## src/rtl/mux_scan_nch.sv

```systemverilog
// Registered N-channel, W-bit multiplexer with manual select and timed auto-scan.
// Reports the displayed channel and pulses on channel change and scan wrap-around.
module mux_scan_nch #(
  parameter int WIDTH = 2,
  parameter int NCH   = 4,
  parameter int DWELL = 50_000_000
) (
  input  logic                     clk,
  input  logic                     rst_n,
  input  logic                     mode,
  input  logic [$clog2(NCH)-1:0]   sel,
  input  logic                     hold,
  input  logic [NCH*WIDTH-1:0]     in_bus,
  output logic [WIDTH-1:0]         out_m,
  output logic [$clog2(NCH)-1:0]   out_ch,
  output logic                     ch_changed,
  output logic                     scan_wrap
);

  localparam int SELW = $clog2(NCH);
  localparam int CNTW = (DWELL > 1) ? $clog2(DWELL) : 1;
  localparam logic [CNTW-1:0] CNT_MAX = CNTW'(DWELL - 1);
  localparam logic [SELW-1:0] CH_MAX  = SELW'(NCH - 1);
  localparam logic [SELW:0]   NCH_W   = (SELW + 1)'(NCH);

  logic [WIDTH-1:0] ch_s [NCH];
  logic [SELW-1:0]  next_ch_s;
  logic [CNTW-1:0]  cnt_r;
  logic [CNTW-1:0]  cnt_nxt_s;
  logic             wrap_s;

  for (genvar k = 0; k < NCH; k++) begin : g_ch
    assign ch_s[k] = in_bus[k*WIDTH +: WIDTH];
  end

  // Channel selection and dwell counter next-state.
  always_comb begin
    next_ch_s = out_ch;
    cnt_nxt_s = cnt_r;
    wrap_s    = 1'b0;
    if (mode == 1'b0) begin
      cnt_nxt_s = '0;
      // An out-of-range select keeps the current channel so out_m stays valid.
      if ({1'b0, sel} < NCH_W) begin
        next_ch_s = sel;
      end else begin
        next_ch_s = out_ch;
      end
    end else if (hold == 1'b1) begin
      next_ch_s = out_ch;
      cnt_nxt_s = cnt_r;
    end else if (cnt_r == CNT_MAX) begin
      cnt_nxt_s = '0;
      if (out_ch == CH_MAX) begin
        next_ch_s = '0;
        wrap_s    = 1'b1;
      end else begin
        next_ch_s = out_ch + 1'b1;
      end
    end else begin
      cnt_nxt_s = cnt_r + 1'b1;
    end
  end

  // Output and counter registers; out_m samples live data of the next channel.
  always_ff @(posedge clk or negedge rst_n) begin
    if (!rst_n) begin
      out_m      <= '0;
      out_ch     <= '0;
      cnt_r      <= '0;
      ch_changed <= 1'b0;
      scan_wrap  <= 1'b0;
    end else begin
      out_m      <= ch_s[next_ch_s];
      out_ch     <= next_ch_s;
      cnt_r      <= cnt_nxt_s;
      ch_changed <= (next_ch_s != out_ch);
      scan_wrap  <= wrap_s;
    end
  end

endmodule
```

## config.mk

```make
export PLATFORM = sky130hd
export DESIGN_NAME = mux_scan_nch
export DESIGN_NICKNAME = d
export VERILOG_FILES = /design/src/rtl/mux_scan_nch.sv
export SDC_FILE = /design/constraint.sdc
export NUM_CORES = 1
export LEC_CHECK = 0
export ABC_AREA = 1
export CORE_MARGIN = 4
export CORE_UTILIZATION = 30
export CTS_BUF_LIST = sky130_fd_sc_hd__clkbuf_8 sky130_fd_sc_hd__clkbuf_16
export CTS_CLUSTER_DIAMETER = 200
export DETAILED_ROUTE_END_ITERATION = 10
export SLEW_MARGIN = 25
export SYNTH_ARGS = -nofsm -noshare
export SYNTH_HDL_FRONTEND = slang
export SYNTH_SLANG_ARGS = --single-unit
```

## constraint.sdc

```tcl
create_clock -name clk -period 2.93 [get_ports clk]
set_input_delay 0.7325 -clock clk [delete_from_list [all_inputs] [get_ports clk]]
set_output_delay 0.7325 -clock clk [all_outputs]
set_load 0.01 [all_outputs]
```

### Word level (Yosys, flattened, before mapping)

Index checks and enable logic that the tools add are counted.

* flip-flop bits (word level): 32
* input bits: 14
* output and inout bits: 6
* word-level logic and storage cells: 27

* add/sub/neg operators: 2
* magnitude comparators: 1
* equality and inequality tests: 4
* multiplexer cells: 14
* bitwise logic cells: 1

Operators by type and width (count)
* $mux W26: 3
* $add A26 B1 Y26 const B: 1
* $eq A26 B26 Y1 const B: 1
* $mux W2: 6
* $bmux W2 S2: 1
* $mux W1: 4
* $ge A3 B3 Y1 const B: 1
* $not A2 Y3: 1
* $add A2 B1 Y2 const B: 1
* $eq A2 B2 Y1 const B: 1
* $ne A2 B2 Y1: 1
* $ne A2 B2 Y1 const B: 1

### Logic depth before layout (Yosys ltp)

Gate-level depths: netlist (run 1).

* depth after elaboration: 9
* gate-level depth with buffers: 12
* mapped depth without buffers: 12

### Worst setup path before layout (run 1)

Ideal clock, no wire load.

* path kind: input port to flip-flop
* start point: input mode
* end point: register cnt_r[15]
* setup time: 0.122 ns
* arrival: 1.684 ns
* slack: 1.123 ns
* cell stages on the path: 9
* path buffers: 1
* cells stage by stage: buf_4 -> nand2_4 -> inv_2 -> nor2_2 -> nand3_1 -> inv_1 -> nand3_1 -> nor3_1 -> nor3_1

* cells in the longest elaborated chain, start to end: 1

RTL lines
* start: declaration: RTL line 10 `input logic mode,`
* $ne A2 B2 Y1 (no line) or $mux W26 (tied branches)
* end signal: assignment: RTL line 76 `cnt_r <= cnt_nxt_s;`
* end: declaration: RTL line 28 `logic [CNTW-1:0] cnt_r;`

Parallel ways exist; a longest one is shown, timed or not.
A chain may end at the register's enable or synchronous reset.

### Worst setup path in the final report (run 1)

Same ends and word-level chain as after synthesis.

==> results of run 1 <==
[flip-flops by register name, summed over array words and instances, names as in the netlist]
| register | count |
|---|---|
| ch_changed | 1 |
| scan_wrap | 1 |
| cnt_r | 26 |
| out_m | 2 |
| out_ch | 2 |
[worst max-delay path, stage by stage]
cell                              delay [ns]
sky130_fd_sc_hd__clkdlybuf4s50_1        0.48
sky130_fd_sc_hd__nand2_4                0.22
sky130_fd_sc_hd__inv_2                  0.12
sky130_fd_sc_hd__nor2_2                 0.15
sky130_fd_sc_hd__nand3_1                0.13
sky130_fd_sc_hd__inv_1                  0.12
sky130_fd_sc_hd__nand3_1                0.11
sky130_fd_sc_hd__nor3_1                 0.15
sky130_fd_sc_hd__nor3_1                 0.06
[where the power goes]
group | internal (mW) | switching [mW] | leakage, nW
registers | 0.463 | 0.0138 | 0.432
clock network | 0.209 | 0.162 | 0.0503
logic | 0.0619 | 0.0774 | 0.614
total | 0.734 | 0.253 | 1.10
[logic make-up after synthesis]
kind of cell / after synthesis
DFF: 32
xor gates and xnor gates: 9
and+or+nand+nor: 178
adders and majority gates: 2
buffers and inverters: 50
AOI/OAI and AO/OA: 20
[how the worst max path moves through the flow]
stage | slack (ns) | cells past startpoint | from | to
after floorplan | 1.12 | 9 | mode | cnt_r[15]
after global placement | 0.55 | 9 | mode | cnt_r[15]
after detailed placement | 0.52 | 9 | mode | cnt_r[15]
after CTS | 0.83 | 9 | mode | cnt_r[15]
after global routing | 0.63 | 9 | mode | cnt_r[15]
final | 0.82 | 9 | mode | cnt_r[15]
[stage by stage]
stage	power (mW)	instance area (µm²)	worst slack [ns]	util, %	std cells
after floorplan	0.5647	2125	1.123	-	291
after global placement	0.6267	2426	0.5548	35.51	404
after detailed placement	0.6266	2426	0.5235	35.51	404
after CTS	0.9991	2522	0.8270	36.92	411
after global routing	1.040	2522	0.6257	36.92	411
final	0.9868	2522	0.8179	36.92	411
[synthesized netlist by cell type]
library cell               count
sky130_fd_sc_hd__nand2_1      62
sky130_fd_sc_hd__nor2_1       39
sky130_fd_sc_hd__inv_1        36
sky130_fd_sc_hd__dfrtp_1      32
sky130_fd_sc_hd__nand3_1      24
sky130_fd_sc_hd__nand4_1      12
sky130_fd_sc_hd__nor3_1       12
sky130_fd_sc_hd__a21oi_1       9
sky130_fd_sc_hd__inv_2         9
sky130_fd_sc_hd__xor2_1        9
sky130_fd_sc_hd__nand2_2       4
sky130_fd_sc_hd__nand2_4       4
sky130_fd_sc_hd__nor2_2        4
sky130_fd_sc_hd__nor2_4        4
sky130_fd_sc_hd__o21ai_0       4
sky130_fd_sc_hd__a211oi_1      3
sky130_fd_sc_hd__buf_4         2
sky130_fd_sc_hd__ha_1          2
sky130_fd_sc_hd__nand3_2       2
sky130_fd_sc_hd__nand3b_1      2
sky130_fd_sc_hd__nor3_2        2
sky130_fd_sc_hd__nor4_1        2
sky130_fd_sc_hd__o21a_1        2
sky130_fd_sc_hd__o21ai_2       2
sky130_fd_sc_hd__or2_2         2
sky130_fd_sc_hd__buf_2         1
sky130_fd_sc_hd__clkbuf_1      1
sky130_fd_sc_hd__inv_4         1
sky130_fd_sc_hd__nand3_4       1
sky130_fd_sc_hd__nor3b_1       1
sky130_fd_sc_hd__nor4_4        1
[final cells by class]
type / instances / area [µm²]
timing repair buffer: 21 / 205.2
multi-input combinational: 209 / 1125
inverter: 46 / 175.2
tap: 96 / 120.1
fill: 754 / 4309
sequential: 32 / 800.8
clock buffer: 7 / 96.34
[per-layer routing]
metal / global-route usage (%) / up-vias / share of wire (%)
li1: - / 985 / -
met1: 17.02 / 853 / 47
met2: 20.56 / 39 / 48
met3: 2.297 / 7 / 4.1
met4: 5.569 / 0 / 1.6
met5: 0 / - / 0
==> impl_summary.txt, run 1 <==
----------------------------------------------------
[Run status]
  Run status ... finished clean

[Worst setup path]
  Type of origin of the critical path ... primary input
  Endpoint type of the worst setup path ... register
  Worst EP arrival ... 2.28 ns
  Worst reg-to-reg path cell count ... 11
  Crit path kind ... primary input to register
  Register-to-register setup slack ... 1.07 ns
  Reg-to-Reg Start ... cnt_r[1]
  Required time of the worst setup path ... 3.10 ns
  Capture point of the worst reg-to-reg path ... cnt_r[10]
  Largest driver fanout on the critical path ... 16

[Layout]
  Fraction of final layout cells with drive strength greater than 1 ... 14.29%
  Most common cell after layout, fill and taps aside ... sky130_fd_sc_hd__nand2_1
  Antenna cells ... 0
  Number of nets in the layout ... 331
  Relative area change from synthesis to final layout ... 18.73%
  Commonest cells after routing, fill and taps aside ... 62 x sky130_fd_sc_hd__nand2_1, 39 x sky130_fd_sc_hd__nor2_1, 36 x sky130_fd_sc_hd__inv_1

[Drt]
  Remaining antenna violation count ... 0
  Detailed-router iteration count before antenna repair ... 4
  Residual DRC ... 0
  Iteration-0 DRC count of the detailed router ... 108
  Average wire length per cell after detail routing ... 12.02 µm
  Number of vias per cell after detailed routing ... 4.584
  Total routed wirelength ... 4941 µm
  Total via count after detailed routing ... 1,884

[Floorplanning]
  Initial core utilization ... 31.10%
  Cell row count ... 30
  Core footprint ... 6832 µm²
  Vertical die dimension ... 92.16 µm
  Die outline area ... 8493 µm²
  I/O pin count ... 20
  Die Width ... 92.16 µm

[Synthesis]
  Mux share of post-synthesis cell area ... 0%
  Compound-gate portion of the synthesized area ... 5.654%
  Net count after synthesis ... 307
  Synth Register Bits ... 32
  Warnings from Yosys ... 0
  Dominant combinational cell family by area after synthesis ... simple AND/OR/NAND/NOR gates
  Simple logic cell fraction of the synthesized area ... 42.40%
  Mapped Area ... 2125 µm²
  Dominant cell type by area after synthesis ... sky130_fd_sc_hd__dfrtp_1
  Synth Instances ... 291
  Synth Area in XOR/XNOR ... 3.710%
  Register area share after synthesis ... 37.69%
  Top cells by area in the synthesized netlist ... sky130_fd_sc_hd__dfrtp_1 38%, sky130_fd_sc_hd__nand2_1 11%, sky130_fd_sc_hd__nor2_1 6.9%
  Fraction of the mapped netlist area in adder cells ... 1.178%
  Yosys top cell area share ... 37.69%
  Per-instance average area after synthesis ... 7.301 µm²
  Synth cell types ... 31

[Clock tree]
  TritonCTS clock tree ... done
  Number of CTS-inserted buffers ... 5
  H-Tree Level Count ... 2
  Worst-path clk slew ... 0.07 ns
  Cts repair resizes ... 0
  Sinks on Clock Net ... 32
  Root Buffer ... sky130_fd_sc_hd__clkbuf_8
  Maximum count of clock buffers along a single path ... 2
  Worst-skew pair later-pin latency ... 0.28 ns
  Number of buffers inserted by post-CTS setup repair ... 0
  Post-CTS Hold Buffers ... 0

[GRT]
  Number of global-route vias before repair ... 1,805
  Total global-route track usage ... 12.88%
  Largest net degree at the start of global routing ... 33
  Initial antenna violation count ... 0
  Global route total overflow ... 0
  Global-route wire length before repair ... 8694 µm

[Timing]
  Setup total negative slack ... 0 ns
  Relative slew slack ... 72.11%
  Max Slew Vio Count ... 0
  Setup repair after global routing missed its margin ... false
  Maximum operating frequency ... 473.5 MHz
  Share of the clock period used by the worst path ... 72.08%
  Shortest clock period the worst path allows after layout ... 2.112 ns
  Hold Violations, Final ... 0
  Count of final setup violators ... 0
  Min Hold Slack ... 0.5190 ns
  Actual slew at the worst max-slew pin ... 0.4183 ns
  Worst clock skew on the final layout ... 0.003719 ns

[Flow run]
  Max_cap viols ... 0

[Placement]
  Quantity of I/O buffers inserted on ports ... 19
  Global placer's final weighted congestion ... 0.8872
  Detail Placement HPWL ... 3867 µm

[Hold path]
  Min-Delay Startpoint ... cnt_r[1]
  Hold worst-path end ... cnt_r[1]
  Class of the worst hold path ... register to register
  Worst hold path stage count ... 2

[Power and ir drop]
  IR Drop Worst-Case VDD ... 0.1131 mV
  Lkg Pwr ... 1.097 nW
  Pwr per Cell Area ... 391.2 nW/µm²

----------------------------------------------------
No activity file was read; power rests on OpenSTA's default activity.
==> run 2, diff against run 1 <==
Clock period 2.93 ns to 2.2 ns, I/O delays scaled along.
==> run 2 against run 1 <==
Net effect:
- flip-flop and latch count is the same
- count of clock-buffer cells in the layout is 1 lower
- clock skew is 0.0033 ns higher
- largest power group unchanged
==> impl_summary.txt, run 2 (synthesis gave the netlist of run 1 again) <==
----------------------------------------------------
[Power and ir drop]
  Lkg Pwr ... 1.115 nW
  Pwr per Cell Area ... 510.9 nW/µm²
  IR Drop Worst-Case VDD ... 0.1945 mV

[Timing]
  Min Hold Slack ... 0.5270 ns
  Setup repair after global routing missed its margin ... false
  Share of the clock period used by the worst path ... 84.58%
  Actual slew at the worst max-slew pin ... 0.4370 ns
  Worst clock skew on the final layout ... 0.007068 ns
  Shortest clock period the worst path allows after layout ... 1.861 ns
  Maximum operating frequency ... 537.4 MHz
  Setup total negative slack ... 0 ns
  Hold Violations, Final ... 0
  Count of final setup violators ... 0
  Final Worst Setup Slack ... 0.3393 ns
  Max Slew Vio Count ... 0
  Relative slew slack ... 70.87%

[Floorplanning]
  Die outline area ... 8493 µm²
  Cell row count ... 30
  Vertical die dimension ... 92.16 µm
  Die Width ... 92.16 µm
  I/O pin count ... 20
  Initial core utilization ... 31.10%
  Core footprint ... 6832 µm²

[Layout]
  Number of flip-flops in the largest register ... 26
  Reg with most FFs ... cnt_r
  Number of nets in the layout ... 334
  Commonest cells after routing, fill and taps aside ... 62 x sky130_fd_sc_hd__nand2_1, 39 x sky130_fd_sc_hd__nor2_1, 38 x sky130_fd_sc_hd__inv_1
  Most common cell after layout, fill and taps aside ... sky130_fd_sc_hd__nand2_1
  Antenna cells ... 0
  Fillers ... 746
  Fraction of final layout cells with drive strength greater than 1 ... 14.73%
  Largest regs ... cnt_r (26), out_ch (2), out_m (2)
  Combined area of the multi-input logic cells ... 1125 µm²
  Sequential cell area ... 800.8 µm²
  Relative area change from synthesis to final layout ... 19.49%

[Worst setup path]
  Type of origin of the critical path ... register
  Largest driver fanout on the critical path ... 6
  Required time of the worst setup path ... 1.65 ns
  Crit-path slowest cell ... sky130_fd_sc_hd__clkdlybuf4s50_1
  Endpoint type of the worst setup path ... output port
  Worst EP arrival ... 1.31 ns
  Slowest Stage Delay on Critical Path ... 0.58 ns
  Critical path buffer and inverter count ... 1
  Critical Path, Cell by Cell ... clkdlybuf4s50_1
  Crit path kind ... register to output port
  CP top delay family ... buffers and inverters

[GRT]
  Global-route wire length before repair ... 8769 µm
  Largest net degree at the start of global routing ... 33
  Global route total overflow ... 0
  Number of global-route vias before repair ... 1,812
  Total global-route track usage ... 13.16%
  Initial antenna violation count ... 0

[Drt]
  Total via count after detailed routing ... 1,938
  Total routed wirelength ... 5169 µm
  Number of vias per cell after detailed routing ... 4.670
  Residual DRC ... 0
  Remaining antenna violation count ... 0
  Average wire length per cell after detail routing ... 12.46 µm
  Detailed-router iteration count before antenna repair ... 4
  Iteration-0 DRC count of the detailed router ... 141

[Hold path]
  Class of the worst hold path ... register to register

[Clock tree]
  Cts repair resizes ... 0
  Worst-skew pair later-pin latency ... 0.29 ns
  Sinks on Clock Net ... 32
  Worst-path clk slew ... 0.06 ns
  H-Tree Level Count ... 2
  Root Buffer ... sky130_fd_sc_hd__clkbuf_8
  Post-CTS Hold Buffers ... 0
  Maximum count of clock buffers along a single path ... 2
  Number of buffers inserted by post-CTS setup repair ... 0
  Number of CTS-inserted buffers ... 5
  TritonCTS clock tree ... done

[Placement]
  Detail Placement HPWL ... 3946 µm
  Global placer's final weighted congestion ... 0.8898
  Quantity of I/O buffers inserted on ports ... 19
  Worst setup timing slack at the placement stage ... 0.1833 ns

[Run status]
  Run status ... finished clean

[Flow run]
  Max_cap viols ... 0

----------------------------------------------------
[run 2: final cells by class]
type	instances	area share (%)
clock buffer	6	3.253
timing repair buffer	24	8.970
clock inverter	2	0.2957
inverter	46	6.900
tap	96	4.731
multi-input combinational	209	44.31
sequential	32	31.54
[run 2: power by group]
group	leakage, nW	switching (mW)	total [mW]	internal (mW)
logic	0.628	0.107	0.194	0.0868
registers	0.432	0.0183	0.635	0.616
clock network	0.0538	0.223	0.469	0.246
total	1.11	0.348	1.30	0.949
[run 2: metrics by stage]
stage               std cells  cell area (µm²)  power (mW)  utilization (%)
global placement          407             2449      0.8377            35.84
floorplan                 291             2125      0.7521                -
finish                    415             2539       1.297            37.16
detailed placement        407             2449      0.8431            35.84
global route              415             2539       1.376            37.16
CTS                       415             2539       1.320            37.16
[run 2: path summary, 6_finish.rpt]
check | from | endpoint | slack, ns | cells past startpoint
max in group asynchronous | rst_n | cnt_r[17] | 1.22 | 2
min in group asynchronous | rst_n | cnt_r[6] | 0.67 | 2
worst min-delay path | cnt_r[13] | cnt_r[13] | 0.53 | 2
worst min register to register | cnt_r[13] | cnt_r[13] | 0.53 | 2
worst max-delay path | out_ch[0] | out_ch[0] | 0.34 | 1
worst max register to register | cnt_r[1] | cnt_r[10] | 0.36 | 11
[run 2: per-layer routing]
metal | vias to the layer above | GRT usage [%] | wire (µm)
met4 | 0 | 6.312 | 147
met2 | 37 | 20.44 | 2430
li1 | 989 | - | -
met1 | 900 | 17.19 | 2453
met3 | 12 | 3.035 | 137
met5 | - | 0 | 0
==> run 3, diff against run 2 <==
Clock period 2.2 ns to 1.77 ns, I/O delays scaled along.
==> run 3 against run 2 <==
Net effect:
- clock skew fell by 0.00066 ns
- combinational power rose by 66%
- wire length rose by 3.0%
- non-clock buffer count rose by 21
- sequential share of layout area fell by 3.2 points
- worst setup slack got worse by 0.31 ns
- critical path depth rose by 10
- highest routed layer unchanged
- sequential power rose by 25%
- die area did not move
- global-route usage fell by 0.45 points
- cell count rose by 5.1%
==> impl_summary.txt, run 3 (synthesis gave the netlist of run 1 again) <==
----------------------------------------------------
[Run status]
  Run status ... finished clean

[Timing]
  Actual slew at the worst max-slew pin ... 0.2760 ns
  Count of final setup violators ... 0
  Worst clock skew on the final layout ... 0.006407 ns
  Setup repair after global routing missed its margin ... true
  Hold Violations, Final ... 0
  Relative slew slack ... 81.43%
  Shortest clock period the worst path allows after layout ... 1.743 ns
  Max Slew Vio Count ... 0
  Maximum operating frequency ... 573.7 MHz
  Final Worst Setup Slack ... 0.02704 ns
  Share of the clock period used by the worst path ... 98.47%

[Drt]
  Remaining antenna violation count ... 0
  Detailed-router iteration count before antenna repair ... 4
  Residual DRC ... 0
  Total via count after detailed routing ... 2,020
  Average wire length per cell after detail routing ... 12.22 µm
  Number of vias per cell after detailed routing ... 4.633
  Iteration-0 DRC count of the detailed router ... 178
  Total routed wirelength ... 5326 µm

[Clock tree]
  Maximum count of clock buffers along a single path ... 2
  H-Tree Level Count ... 2
  Worst-skew pair later-pin latency ... 0.28 ns
  TritonCTS clock tree ... done
  Root Buffer ... sky130_fd_sc_hd__clkbuf_8
  Number of CTS-inserted buffers ... 5
  Sinks on Clock Net ... 32
  Worst-path clk slew ... 0.07 ns
  Post-CTS Hold Buffers ... 0

[Layout]
  Fraction of final layout cells with drive strength greater than 1 ... 25.88%
  Fillers ... 726
  Relative area change from synthesis to final layout ... 33.22%
  Antenna cells ... 0
  Most common cell after layout, fill and taps aside ... sky130_fd_sc_hd__nand2_1
  Number of flip-flops in the largest register ... 26
  Number of standard cells in the layout, taps in and fillers out ... 436
  Post-layout util ... 41.43%
  Commonest cells after routing, fill and taps aside ... 54 x sky130_fd_sc_hd__nand2_1, 38 x sky130_fd_sc_hd__inv_1, 34 x sky130_fd_sc_hd__nor2_1
  Largest regs ... cnt_r (26), out_ch (2), out_m (2)
  Reg with most FFs ... cnt_r
  Number of nets in the layout ... 355

[GRT]
  Global-route wire length before repair ... 8576 µm
  Largest net degree at the start of global routing ... 33
  Initial antenna violation count ... 0
  Number of global-route vias before repair ... 1,764
  Total global-route track usage ... 12.71%
  Global route total overflow ... 0

[Worst setup path]
  Worst EP arrival ... 1.96 ns
  Register-to-register setup slack ... 0.03 ns
  Critical path buffer and inverter count ... 2
  Slowest Stage Delay on Critical Path ... 0.36 ns
  Worst reg-to-reg path cell count ... 11
  Capture point of the worst reg-to-reg path ... cnt_r[25]
  Crit path kind ... register to register
  Type of origin of the critical path ... register
  Required time of the worst setup path ... 1.99 ns
  CP top delay family ... simple AND/OR/NAND/NOR gates
  Endpoint type of the worst setup path ... register
  Critical Path, Cell by Cell ... buf_4 -> buf_6 -> nand2_2 -> nor2_4 -> nand2_2 -> nor2_2 -> nand3b_1 -> nor2_4 -> nand4_1 -> xor2_1 -> nor2_1
  Reg-to-Reg Start ... cnt_r[1]
  Crit-path slowest cell ... sky130_fd_sc_hd__dfrtp_1
  Largest driver fanout on the critical path ... 3

[Floorplanning]
  Die outline area ... 8493 µm²
  Die Width ... 92.16 µm
  Vertical die dimension ... 92.16 µm
  Core footprint ... 6832 µm²
  I/O pin count ... 20
  Cell row count ... 30
  Initial core utilization ... 31.10%

[Placement]
  Total instance count after detailed placement ... 418
  Worst setup timing slack at the placement stage ... -0.1365 ns
  Global placer's final weighted congestion ... 0.8959
  Quantity of I/O buffers inserted on ports ... 19
  Detail Placement HPWL ... 4041 µm

[Power and ir drop]
  Lkg Pwr ... 1.239 nW
  Pwr per Cell Area ... 595.5 nW/µm²
  IR Drop Worst-Case VDD ... 0.3142 mV

[Hold path]
  Class of the worst hold path ... primary input to asynchronous set/reset pin

[Flow run]
  Max_cap viols ... 0

----------------------------------------------------
run 3: cell types whose count changed in the layout (fill, tap and decap cells not counted), sizes merged:
| cell | delta |
|---|---|
| buf | +21 |
run 3: final cells by class:
cell class	count	area, µm²	area share, %
clock buffer	6	82.58	2.918
multi-input combinational	209	1229	43.41
timing repair buffer	45	414.1	14.63
tap	96	120.1	4.244
sequential	32	802.0	28.34
clock inverter	2	7.507	0.2653
inverter	46	175.2	6.189
run 3: routing by layer:
| layer | vias up | GRT usage [%] | wire length (µm) |
|---|---|---|---|
| li1 | 1030 | - | - |
| met1 | 951 | 17.59 | 2533 |
| met4 | 0 | 4.950 | 106 |
| met3 | 7 | 2.215 | 158 |
| met5 | - | 0 | 0 |
| met2 | 32 | 19.65 | 2528 |
run 3: report_power, final:
part / internal, mW / switching, mW
logic: 0.160 / 0.162
registers: 0.767 / 0.0249
clock network: 0.305 / 0.267
total: 1.23 / 0.454
run 3: through the flow:
stage	power, mW	cell area [µm²]	hold slack [ns]	setup TNS, ns
floorplan	0.9348	2125	0.1469	0
global placement	1.053	2556	0.5038	-1.073
detailed placement	1.058	2556	0.5260	-1.089
CTS	1.646	2670	0.5246	0
global route	1.769	2830	0.5392	-0.5713
finish	1.685	2830	0.5226	0
run 3: worst register-to-register path, stage by stage (launching register included):
cell and delay [ns]:
sky130_fd_sc_hd__dfrtp_1 0.36, sky130_fd_sc_hd__buf_4 0.11, sky130_fd_sc_hd__buf_6 0.09, sky130_fd_sc_hd__nand2_2 0.06, sky130_fd_sc_hd__nor2_4 0.12, sky130_fd_sc_hd__nand2_2 0.09
sky130_fd_sc_hd__nor2_2 0.13, sky130_fd_sc_hd__nand3b_1 0.13, sky130_fd_sc_hd__nor2_4 0.17, sky130_fd_sc_hd__nand4_1 0.13, sky130_fd_sc_hd__xor2_1 0.18, sky130_fd_sc_hd__nor2_1 0.11
run 3: timing repair:
item	CTS	global route
setup endpoints to repair	5	26
buffers inserted	2	8
pin swaps	2	12
gates resized for setup	4	24
run 3: how the worst max path moves through the flow:
stage	cells after the start	startpoint	to
4_1_cts	12	cnt_r[1]	out_m[0]
6_report	11	cnt_r[1]	cnt_r[25]
2_1_floorplan	11	cnt_r[1]	cnt_r[10]
3_5_place_dp	7	mode	out_m[0]
5_1_grt	12	cnt_r[1]	ch_changed
3_3_place_gp	7	mode	out_m[0]
==> RTL edit, RTL diff (config.mk and constraints of run 2) <==
Register the output `ch_changed` once more; this adds one clock of latency there. The other outputs are not delayed to match.
--- a/src/rtl/mux_scan_nch.sv
+++ b/src/rtl/mux_scan_nch.sv
@@ -24,2 +24,4 @@
   localparam logic [SELW:0]   NCH_W   = (SELW + 1)'(NCH);
+
+  logic ch_changed_s0;
 
@@ -70,3 +72,3 @@
       cnt_r      <= '0;
-      ch_changed <= 1'b0;
+      ch_changed_s0 <= 1'b0;
       scan_wrap  <= 1'b0;
@@ -76,3 +78,3 @@
       cnt_r      <= cnt_nxt_s;
-      ch_changed <= (next_ch_s != out_ch);
+      ch_changed_s0 <= (next_ch_s != out_ch);
       scan_wrap  <= wrap_s;
@@ -81,2 +83,6 @@
 
+  always_ff @(posedge clk) begin
+    ch_changed <= ch_changed_s0;
+  end
+
 endmodule
Behaviour: not the same (a bounded check fails within 4 cycles, from zero or initial values and one cycle with rst_n low).
==> RTL edit against run 2 <==
First-iteration DRC count increased by 5.7%; total power grew 0.77%; sequential share of layout area up 0.68 points; wire length down 2.4%; synthesized area rose by 0.94%; die area rose by 0.86%; design area rose by 0.35%; via count fell by 1.8%; count of clock-buffer cells in the layout unchanged; sequential cell count grew 1; cell count down 0.24%; setup slack improved by 11 ps.
==> RTL edit: results (changes against run 2) <==
critical register-to-register path startpoint cnt_r[1]$_DFFE_PN0P_ (unchanged); RR Endpoint out_m[1]$_DFF_PN0_ (was cnt_r[10]$_DFFE_PN0P_); clk_lat worst skew 280 ps; Area Growth Syn to Fin 18.8% (was 19.5%); routed vias 1,904 (was 1,938); top post-synthesis cells by area dfrtp_1 (37%), nand2_1 (11%), nor2_1 (6.8%) (was dfrtp_1 (38%), nand2_1 (11%), nor2_1 (6.9%)); R2R Setup Slk 380 ps (was 360 ps); Net Count, Synth 308 (was 307); share of post-route cells with drive strength above 1 0.145 (was 0.147); final wirelength 5040 um (was 5170 um); P_leak 1.11 nW (about the same); VDD IR-drop max 0.191 mV (was 0.195 mV); first-pass GRT wire length 8940 um (was 8770 um); sequential area share after synthesis 0.383 (was 0.377); Layout Skew 6.37 ps (was 7.07 ps); status finished, final reports clean (unchanged); Regs by FF count cnt_r: 26 flops, out_ch: 2 flops, out_m: 2 flops (unchanged); RD Place Congestion 0.849 (was 0.890); dpl hpwl 3930 um (was 3950 um); Placed Area 2460 sq um (was 2450 sq um); Switching Share 0.261 (was 0.268); DR iter-0 viols 149 (was 141); post-synth cell types 32 (was 31); slew of the pin with the lowest slew margin 418 ps (was 437 ps); fillers 708 (was 746); cells on worst reg2reg path 12 (was 11); # diodes 0 (unchanged); register clock-pin slew on the reported worst setup and hold paths 60 ps (about the same); post-cts resize count 0 (unchanged)
-- RTL edit: changes by cell type after synthesis, sizes merged --
cell   change
dfxtp      +1
-- RTL edit: power by group through the flow --
stage,Sequential (W),Clock [W],Combinational [W]
6_report,0.000655,0.000460,0.000192
3_5_place_dp,0.000667,0,0.000195
3_3_place_gp,0.000667,0,0.000192
2_1_floorplan,0.000670,0,0.000103
4_1_cts,0.000655,0.000483,0.000196
5_1_grt,0.000659,0.000516,0.000223
-- RTL edit: metrics by stage --
step	cells	setup slack [ps]	power, W
floorplan	292	576	0.000774
global placement	407	161	0.000859
detailed placement	407	169	0.000863
CTS	414	321	0.00133
global route	414	220	0.00140
finish	414	350	0.00131
-- RTL edit: final cells by class --
| class | instances | area share |
|---|---|---|
| clock inverter | 1 | 0.00147 |
| timing repair buffer | 23 | 0.0864 |
| sequential | 33 | 0.322 |
| tap | 96 | 0.0472 |
| clock buffer | 6 | 0.0324 |
| multi-input combinational | 209 | 0.442 |
| inverter | 46 | 0.0688 |
-- RTL edit: worst min path at each step --
stage          depth (start not counted)  slack [ps]                      end
6_report                               0         340       ch_changed$_DFF_P_
5_1_grt                                0         370       ch_changed$_DFF_P_
2_1_floorplan                          0         250  ch_changed_s0$_DFF_PN0_
3_3_place_gp                           0         330       ch_changed$_DFF_P_
4_1_cts                                0         350       ch_changed$_DFF_P_
3_5_place_dp                           0         330       ch_changed$_DFF_P_
-- RTL edit: kinds of logic after synthesis --
logic type / Yosys count / synth area share
simple gates: 178 / 0.420
buf+inv: 50 / 0.0928
flops: 33 / 0.383
compound gates: 20 / 0.0560
xor+xnor: 9 / 0.0368
fa+ha+maj: 2 / 0.0117
-- RTL edit: layer usage --
metal  share of wire  routed length (um)  GRT usage  vias to the layer above
li1                -                   -          -                      988
met1            0.48                2430      0.171                      881
met2            0.48                2420      0.216                       29
met3           0.028                 142     0.0244                        6
met4           0.011                  58     0.0396                        0
met5               0                   0          0                        -
